===== config.mk =====
export PLATFORM = sky130hd
export DESIGN_NAME = vga_char_sync
export DESIGN_NICKNAME = d
export VERILOG_FILES = /design/src/rtl/vga_char_sync.sv
export SDC_FILE = /design/constraint.sdc
export NUM_CORES = 1
export LEC_CHECK = 0
export CAP_MARGIN = 10
export CELL_PAD_IN_SITES_DETAIL_PLACEMENT = 1
export CELL_PAD_IN_SITES_GLOBAL_PLACEMENT = 2
export CORE_MARGIN = 3
export CORE_UTILIZATION = 34
export CTS_BUF_LIST = sky130_fd_sc_hd__clkbuf_8
export DETAILED_ROUTE_END_ITERATION = 10
export PLACE_DENSITY_LB_ADDON = 0.2
export SYNTH_ARGS = -nofsm -noshare
export SYNTH_HDL_FRONTEND = slang
export SYNTH_SLANG_ARGS = --single-unit

===== constraint.sdc =====
create_clock -name char_clock -period 3.59 [get_ports char_clock]
set_input_delay 0.8975 -clock char_clock [delete_from_list [all_inputs] [get_ports char_clock]]
set_output_delay 0.8975 -clock char_clock [all_outputs]
set_load 0.005 [all_outputs]

===== src/rtl/vga_char_sync.sv =====
// ============================================================================
//  Module   : vga_char_sync
//  Purpose  : Character-rate 800x600@60 VGA timing. Produces the char/line
//             counters, registered hsync/vsync and a look-ahead visible flag.
//             Optional FRAME_COUNT_EN adds a 16-bit completed-frame counter.
//  Revision : 1.0  initial release
// ============================================================================
`default_nettype none

module vga_char_sync #(
    parameter int H_VISIBLE = 100,
    parameter int H_FRONT   = 5,
    parameter int H_SYNC    = 16,
    parameter int H_BACK    = 11,
    parameter int V_VISIBLE = 600,
    parameter int V_FRONT   = 1,
    parameter int V_SYNC    = 4,
    parameter int V_BACK    = 23,
    parameter bit H_POL     = 1'b1,
    parameter bit V_POL     = 1'b1
) (
    input  logic        char_clock,
    input  logic        reset,
    output logic [7:0]  char_count,
    output logic [11:0] line_count,
    output logic        pre_visible,
    output logic        hsync,
    output logic        vsync,
`ifdef FRAME_COUNT_EN
    output logic [15:0] frame_count,
`endif
    output logic        frame_start
);

    localparam int H_TOTAL = H_VISIBLE + H_FRONT + H_SYNC + H_BACK;
    localparam int V_TOTAL = V_VISIBLE + V_FRONT + V_SYNC + V_BACK;

    localparam logic [7:0]  c_h_last     = 8'(H_TOTAL - 1);
    localparam logic [7:0]  c_h_visible  = 8'(H_VISIBLE);
    localparam logic [7:0]  c_hs_start   = 8'(H_VISIBLE + H_FRONT);
    localparam logic [7:0]  c_hs_end     = 8'(H_VISIBLE + H_FRONT + H_SYNC);
    localparam logic [11:0] c_v_last     = 12'(V_TOTAL - 1);
    localparam logic [11:0] c_v_visible  = 12'(V_VISIBLE);
    localparam logic [11:0] c_vs_start   = 12'(V_VISIBLE + V_FRONT);
    localparam logic [11:0] c_vs_end     = 12'(V_VISIBLE + V_FRONT + V_SYNC);

    logic [7:0]  r_char_count;
    logic [11:0] r_line_count;
    logic        r_hsync;
    logic        r_vsync;
    logic        w_char_wrap;
    logic        w_line_wrap;
    logic        w_hsync_next;
    logic        w_vsync_next;

    assign w_char_wrap  = (r_char_count == c_h_last);
    assign w_line_wrap  = (r_line_count == c_v_last);
    assign w_hsync_next = ((r_char_count >= c_hs_start) && (r_char_count < c_hs_end)) ? H_POL : ~H_POL;
    assign w_vsync_next = ((r_line_count >= c_vs_start) && (r_line_count < c_vs_end)) ? V_POL : ~V_POL;

    always_ff @(posedge char_clock) begin
        if (reset) begin
            r_char_count <= '0;
            r_line_count <= '0;
            r_hsync      <= ~H_POL;
            r_vsync      <= ~V_POL;
        end else begin
            r_hsync <= w_hsync_next;
            r_vsync <= w_vsync_next;
            if (w_char_wrap) begin
                r_char_count <= '0;
                r_line_count <= w_line_wrap ? 12'd0 : r_line_count + 12'd1;
            end else begin
                r_char_count <= r_char_count + 8'd1;
            end
        end
    end

`ifdef FRAME_COUNT_EN
    logic [15:0] r_frame_count;

    // Counts on the (H_TOTAL-1,V_TOTAL-1)->(0,0) transition; wraps naturally at 16 bits.
    always_ff @(posedge char_clock) begin
        if (reset) begin
            r_frame_count <= '0;
        end else if (w_char_wrap && w_line_wrap) begin
            r_frame_count <= r_frame_count + 16'd1;
        end
    end

    assign frame_count = r_frame_count;
`endif

    assign char_count  = r_char_count;
    assign line_count  = r_line_count;
    assign hsync       = r_hsync;
    assign vsync       = r_vsync;
    assign pre_visible = (r_char_count < c_h_visible) && (r_line_count < c_v_visible);
    assign frame_start = (r_char_count == 8'd0) && (r_line_count == 12'd0);

endmodule

`default_nettype wire


# Word-level counts from Yosys, hierarchy flattened
# Cells that the tools add are included.
dict set report word_totals {
  ff_bits 22
  input_bits 2
  out_inout_bits 24
}
dict set report classes {
  add_sub_neg 2
  n_lt_le_gt_ge 6
  eq_ne 2
  mux 3
  reduce_logical 7
}
# cell n
set op_table {}
lappend op_table {{$lt 12x10->1 const B} 2}
lappend op_table {{$lt 8x7->1 const B} 2}
lappend op_table {{$add 12x1->12 const B} 1}
lappend op_table {{$eq 12x10->1 const B} 1}
lappend op_table {{$ge 12x10->1 const B} 1}
lappend op_table {{$logic_not 12->1} 1}
lappend op_table {{$mux 12} 1}
lappend op_table {{$add 8x1->8 const B} 1}
lappend op_table {{$eq 8x8->1 const B} 1}
lappend op_table {{$ge 8x7->1 const B} 1}
lappend op_table {{$logic_not 8->1} 1}
lappend op_table {{$logic_and 1x1->1} 4}
lappend op_table {{$mux 1} 2}
lappend op_table {{$reduce_or 2->1} 1}

# Depth between registers and ports, before layout
# Gate-level depths: netlist (run 1).
dict set report depth {
  depth_word 3
  depth_mapped 7
  ltp_nobuf 6
}

# Least setup slack after synthesis (run 1)
# No wires, ideal clock.
dict set report synth_timing {
  path_type {reg-to-output}
  start {register r_line_count[7] (netlist: line_count[7])}
  end {output frame_start}
  t_arrival_ns 1.501
  setup_slack_ns 1.192
  stages_incl_launch_ff 6
  path_cell_list {dfxtp_1 > buf_2 > or4_1 > nor2_2 > nand4_1 > nor4b_1}
}
dict set report synth_via {
  elab_chain_len 2
}
# element line
set synth_lines {}
lappend synth_lines {{start, declared} 48} ;# logic [11:0] r_line_count;
lappend synth_lines {{start signal, assigned} 72} ;# r_line_count <= w_line_wrap ? 12'd0 : r_line_count + 12'd1;
lappend synth_lines {{$logic_not 12->1} 99} ;# assign frame_start = (r_char_count == 8'd0) && (r_line_count == 12'd0);
lappend synth_lines {{$logic_and 1x1->1} 99}
lappend synth_lines {{end, declared} 32} ;# output logic frame_start
# No other way between the ends.

# Worst setup path in the final report (run 1)
# Same ends and word-level chain as after synthesis.

==> reports/metrics.csv, run 1 <==
stage;metric;value;unit
synth;synth_top_area_share;35.8;%
final_layout;fillers;409;
critical_path;arrival;2.36;ns
global_route;antenna_found_initial;0;
die;fp.dieH;66.2;um
critical_path;crit_slowest_cell;or4_1;
global_route;grt_pass1_wl;5200;um
synth;synth.yosys.warnings;0;
clocking;cts_tree;done;
final_layout;final_cell_mix;25 x clkdlybuf4s50_1, 22 x dfxtp_1, 12 x nor2_1;
final_layout;diodes;0;
min_path;hold_end;line_count[11];
die;start_util;36.0;%
route;drt.antenna.violating_nets;0;
critical_path;slowest_delay;0.59;ns
flow_run;maxCapViolations;0;
die;core;0.00342;sq mm
timing;fin_setup_tns;0;ns
placement;dpl.cell_count;200;
die;die_width;66.2;um
clocking;clk_pin_slew;0.09;ns
final_layout;utilization;46.6;%
placement;gp_congestion;0.770;
critical_path;setup.worst_path.start_class;register;
critical_path;r2r-start;char_count[0];
clocking;root_buffer;clkbuf_8;
critical_path;path_cells;or4_1 > nor2_2 > nand4_1 > nor4b_1 > clkdlybuf4s50_1;
die;rows;21;
critical_path;rrSetupSlack;1.69;ns
route;wl_per_cell;14.3;um
final_layout;fin_nets;169;
route;drc_errors;0;
timing;setup_viol_count_final;0;
critical_path;critPathKind;reg2out;
synth;synthAdderAreaFrac;8.13;%
synth;ys_ff_latch;22;
timing;finalHoldViolations;0;
global_route;overflow;0;
power;power_leakage;0.533;nW
final_layout;layout_commonest_cell;clkdlybuf4s50_1;
timing;maxSlewViolCount;0;
critical_path;required;2.69;ns
synth;synth_area_leaders;dfxtp_1 36%, ha_1 8.1%, xor2_1 5.7%;
route;drtPass1Iterations;4;
route;vias;1039;
global_route;track_usage;15.0;%
clocking;cts_hold_buf;0;
synth;synthCells;133;
timing;clock.fmax;307;MHz
critical_path;worst_r2r_endpoint;line_count[8];
clocking;cts.sinks;22;
timing;worst_pin_slew;0.527;ns
clocking;clock_latency;0.26;ns
placement;dp_hpwl;2210;um
final_layout;layoutNonFillerInstCount;204;
route;wirelength;2920;um
synth;synthMuxAreaShare;0;%
clocking;htreeDepth;1;
clocking;numCtsBuffers;3;
route;dr.first_iter.drc_count;55;
critical_path;path_buf_inv;1;
power;power_density;327;mW/mm^2
min_path;hold_path.class;reg2reg;
route;via_per_inst;5.09;
synth;synth-simple-area-share;33.7;%
clocking;postCtsSetupRepairBufs;0;
synth;yosysTopAreaCell;dfxtp_1;
synth;synth_top_family_by_area;simple AND/OR/NAND/NOR gates;
timing;max_slew_margin;64.8;%
synth;synth.cell_area;0.00123;sq mm
die;pin_count;26;
final_layout;drive_gt1_share;10.1;%
critical_path;cp-end-kind;output pin;
die;die_area;0.00438;sq mm
synth;syn-num-nets;143;
min_path;hold_start;line_count[11];
min_path;worstHoldPathCells;2;
synth;synth_compound_area_share;10.5;%
global_route;grt_pass1_vias;1084;
final_layout;syn_to_final_growth;29.3;%
synth;synthXorXnorAreaFrac;8.54;%
timing;rsz0062_at_grt;false;
clocking;cts_max_path_buffers;2;
placement;numPortBuffers;25;
outcome;outcome;finished, final reports clean;
clocking;cts_resized;0;
critical_path;critPathMaxFanout;8;
global_route;grt_max_degree;14;
timing;fin_worst_skew;0.00852;ns
timing;finalCriticalPeriod;3.26;ns
synth;yosysSeqAreaShare;35.8;%
power;irDropWorstVdd;170;uV
critical_path;crit_family;simple AND/OR/NAND/NOR gates;
synth;synth.distinct_cells;39;
timing;post-route-period-util;90.8;%
critical_path;ff2ff_path_depth;6;
synth;syn_area_per_cell;9.26;sq um
## where the power goes
| part | switching, mW | internal, mW | total [mW] |
|---|---|---|---|
| combinational | 0.0174 | 0.0184 | 0.0358 |
| sequential | 0.00510 | 0.247 | 0.252 |
| clock | 0.0843 | 0.149 | 0.233 |
## metal layers
layer / part of all wire [%] / routed length [um] / track usage (%) / vias to the layer above
li1: - / - / - / 523
met1: 46 / 1340 / 19.0 / 494
met2: 50 / 1460 / 26.5 / 18
met3: 3.2 / 93 / 1.87 / 4
met4: 0.99 / 29 / 3.81 / 0
met5: 0 / 0 / 0 / -
## cells in the mapped netlist
cell type / count
nand4_1: 5
nand2b_1: 1
o211a_1: 1
nor2b_1: 2
nor4b_1: 1
nor3_4: 1
ha_1: 8
nor2_1: 12
xnor2_1: 4
nor3_1: 7
buf_4: 1
buf_2: 3
nand2_1: 8
and4bb_2: 1
o21bai_4: 1
inv_1: 4
or3_1: 4
nand3_1: 8
and3_1: 3
or4_1: 1
a311oi_1: 1
or3_2: 1
a211o_1: 1
clkbuf_1: 1
nor3b_1: 1
a21oi_2: 1
dfxtp_1: 22
o21ai_0: 5
a2111oi_0: 1
nand4_4: 2
a2111oi_2: 1
nor4bb_1: 1
a21oi_1: 5
nand4b_4: 1
and2_2: 1
and2_1: 2
xor2_1: 8
nor2_2: 1
and4_1: 1
## state kept, by name (all words and copies together) (netlist names)
| name | flops |
|---|---|
| hsync | 1 |
| char_count | 8 |
| vsync | 1 |
| line_count | 12 |
## layout make-up
class | instances | area (sq um) | area share [%]
Clock buffer | 3 | 41.3 | 2.59
Clock inverter | 1 | 30.0 | 1.89
Inverter | 4 | 15.0 | 0.943
Multi-Input combinational cell | 102 | 749 | 47.1
Sequential cell | 22 | 440 | 27.7
Tap cell | 46 | 57.6 | 3.62
Timing Repair Buffer | 26 | 258 | 16.2
## logic make-up after synthesis
logic type	after synthesis
buf+inv	9
compound gates	17
fa+ha+maj	8
simple gates	65
flops	22
xor+xnor	12
## worst reg2reg max path: stages (launching register included)
cell and delay, ns:
dfxtp_1 0.46, ha_1 0.27, nor4bb_1 0.22, buf_4 0.23, nand4_4 0.13, or3_1 0.40, a21oi_2 0.13
## how the worst max path moves through the flow
stage                  startpoint           to  depth (start not counted)  slack [ns]
finish              line_count[7]  frame_start                          5        0.33
global route        line_count[7]  frame_start                          5        0.19
CTS                 line_count[7]  frame_start                          5        0.32
detailed placement  line_count[7]  frame_start                          5        0.65
global placement    line_count[7]  frame_start                          5        0.67
floorplan           line_count[7]  frame_start                          5        1.19
## per-stage QoR
step	hold slack (ns)	total power [mW]	cell area, sq um	setup WS (ns)
global route	0.592	0.544	1590	0.186
floorplan	0.492	0.277	1230	1.19
finish	0.524	0.521	1590	0.329
detailed placement	0.511	0.294	1520	0.647
global placement	0.491	0.293	1520	0.669
CTS	0.526	0.527	1590	0.319
No activity file was read; power rests on OpenSTA's default activity.
==> run 2, diff against run 1 <==
--- a/config.mk
+++ b/config.mk
@@ -12,6 +12,7 @@
 export CORE_UTILIZATION = 34
 export CTS_BUF_LIST = sky130_fd_sc_hd__clkbuf_8
 export DETAILED_ROUTE_END_ITERATION = 10
+export GPL_TIMING_DRIVEN = 0
 export PLACE_DENSITY_LB_ADDON = 0.2
 export SYNTH_ARGS = -nofsm -noshare
 export SYNTH_HDL_FRONTEND = slang
==> reports/metrics.csv, run 2 (synthesis gave the netlist of run 1 again) <==
stage;metric;value;unit
route;wirelength;3000;um
route;drc_errors;0;
final_layout;utilization;47.1;%
timing;fin_worst_skew;0.00326;ns
clocking;postCtsSetupRepairBufs;0;
power;power_leakage;0.550;nW
die;fp.dieH;66.2;um
final_layout;layout_commonest_cell;clkdlybuf4s50_1;
clocking;numCtsBuffers;3;
critical_path;arrival;2.41;ns
clocking;cts_tree;done;
clocking;cts.sinks;22;
timing;setup_viol_count_final;0;
power;power_density;324;mW/mm^2
die;start_util;36.0;%
route;via_per_inst;5.04;
timing;post-route-period-util;92.0;%
critical_path;cp-end-kind;output pin;
clocking;clock_latency;0.27;ns
global_route;grt_pass1_wl;5150;um
final_layout;fin_nets;173;
timing;worst_pin_slew;0.503;ns
timing;layout_setup_ws;0.287;ns
critical_path;required;2.69;ns
timing;rsz0062_at_grt;false;
timing;clock.fmax;303;MHz
placement;numPortBuffers;25;
timing;max_slew_margin;66.4;%
global_route;track_usage;15.3;%
timing;finalCriticalPeriod;3.30;ns
die;die_width;66.2;um
final_layout;drive_gt1_share;11.7;%
clocking;cts_hold_buf;0;
final_layout;largest_reg_flops;12;
clocking;cts_max_path_buffers;2;
placement;dp_hpwl;2330;um
die;die_area;0.00438;sq mm
power;total_power;522;uW
flow_run;maxCapViolations;0;
clocking;htreeDepth;1;
clocking;clk_pin_slew;0.08;ns
critical_path;setup.worst_path.start_class;register;
route;drtPass1Iterations;2;
power;irDropWorstVdd;181;uV
clocking;root_buffer;clkbuf_8;
min_path;hold_path.class;reg2reg;
route;wl_per_cell;14.4;um
die;rows;21;
placement;gp_congestion;0.788;
outcome;outcome;finished, final reports clean;
critical_path;critPathMaxFanout;7;
final_layout;final_cell_mix;25 x clkdlybuf4s50_1, 22 x dfxtp_1, 12 x nor2_1;
die;pin_count;26;
global_route;overflow;0;
global_route;grt_max_degree;14;
final_layout;fillers;411;
timing;fin_setup_tns;0;ns
die;core;0.00342;sq mm
clocking;cts_resized;0;
critical_path;critPathKind;reg2out;
route;vias;1049;
timing;maxSlewViolCount;0;
final_layout;syn_to_final_growth;30.8;%
placement;pre_cts_ws;0.585;ns
route;dr.first_iter.drc_count;21;
timing;finalHoldViolations;0;
route;drt.antenna.violating_nets;0;
global_route;antenna_found_initial;0;
final_layout;diodes;0;
global_route;grt_pass1_vias;1095;
[run 2: changes by cell type in the layout (fill, tap and decap cells not counted)]
cell	delta
buf_2	+3
clkbuf_1	+1
[run 2: worst paths after layout]
path | start | slack [ns] | end | cells after the start
worst max-delay path | line_count[7] | 0.29 | frame_start | 6
worst min-delay path | line_count[11] | 0.52 | line_count[11] | 2
worst max register to register | char_count[0] | 1.68 | line_count[11] | 6
worst min register to register | line_count[11] | 0.52 | line_count[11] | 2
[run 2: worst max-delay path, stage by stage, from the launching register on]
cell	delay [ns]
dfxtp_1	0.32
buf_2	0.16
or4_1	0.56
nor2_2	0.12
nand4_1	0.12
nor4b_1	0.31
clkdlybuf4s50_1	0.56
[run 2: routing by layer]
metal / track usage (%) / up-vias / share of wire [%]
li1: - / 531 / -
met1: 18.5 / 498 / 45
met2: 26.6 / 16 / 51
met3: 2.72 / 4 / 2.5
met4: 6.09 / 0 / 1.3
met5: 0 / - / 0
[run 2: cell type report]
| cell class | count | area [sq um] | area share [%] |
|---|---|---|---|
| buffer | 5 | 26.3 | 1.63 |
| clock buffer | 3 | 41.3 | 2.56 |
| clock inverter | 1 | 30.0 | 1.86 |
| inverter | 4 | 15.0 | 0.932 |
| multi-input combinational | 102 | 749 | 46.5 |
| sequential | 22 | 440 | 27.4 |
| tap | 46 | 57.6 | 3.57 |
| timing repair buffer | 25 | 250 | 15.5 |
[run 2: report_power, final]
| group | total (mW) | internal (mW) | switching, mW |
|---|---|---|---|
| clock | 0.234 | 0.149 | 0.0846 |
| sequential | 0.250 | 0.247 | 0.00350 |
| combinational | 0.0379 | 0.0192 | 0.0187 |
| total | 0.522 | 0.415 | 0.107 |
[run 2: stage by stage]
stage / hold slack [ns] / cells / cell area, sq um
floorplan: 0.492 / 133 / 1230
global placement: 0.504 / 204 / 1540
detailed placement: 0.519 / 204 / 1540
CTS: 0.529 / 208 / 1610
global route: 0.564 / 208 / 1610
finish: 0.524 / 208 / 1610
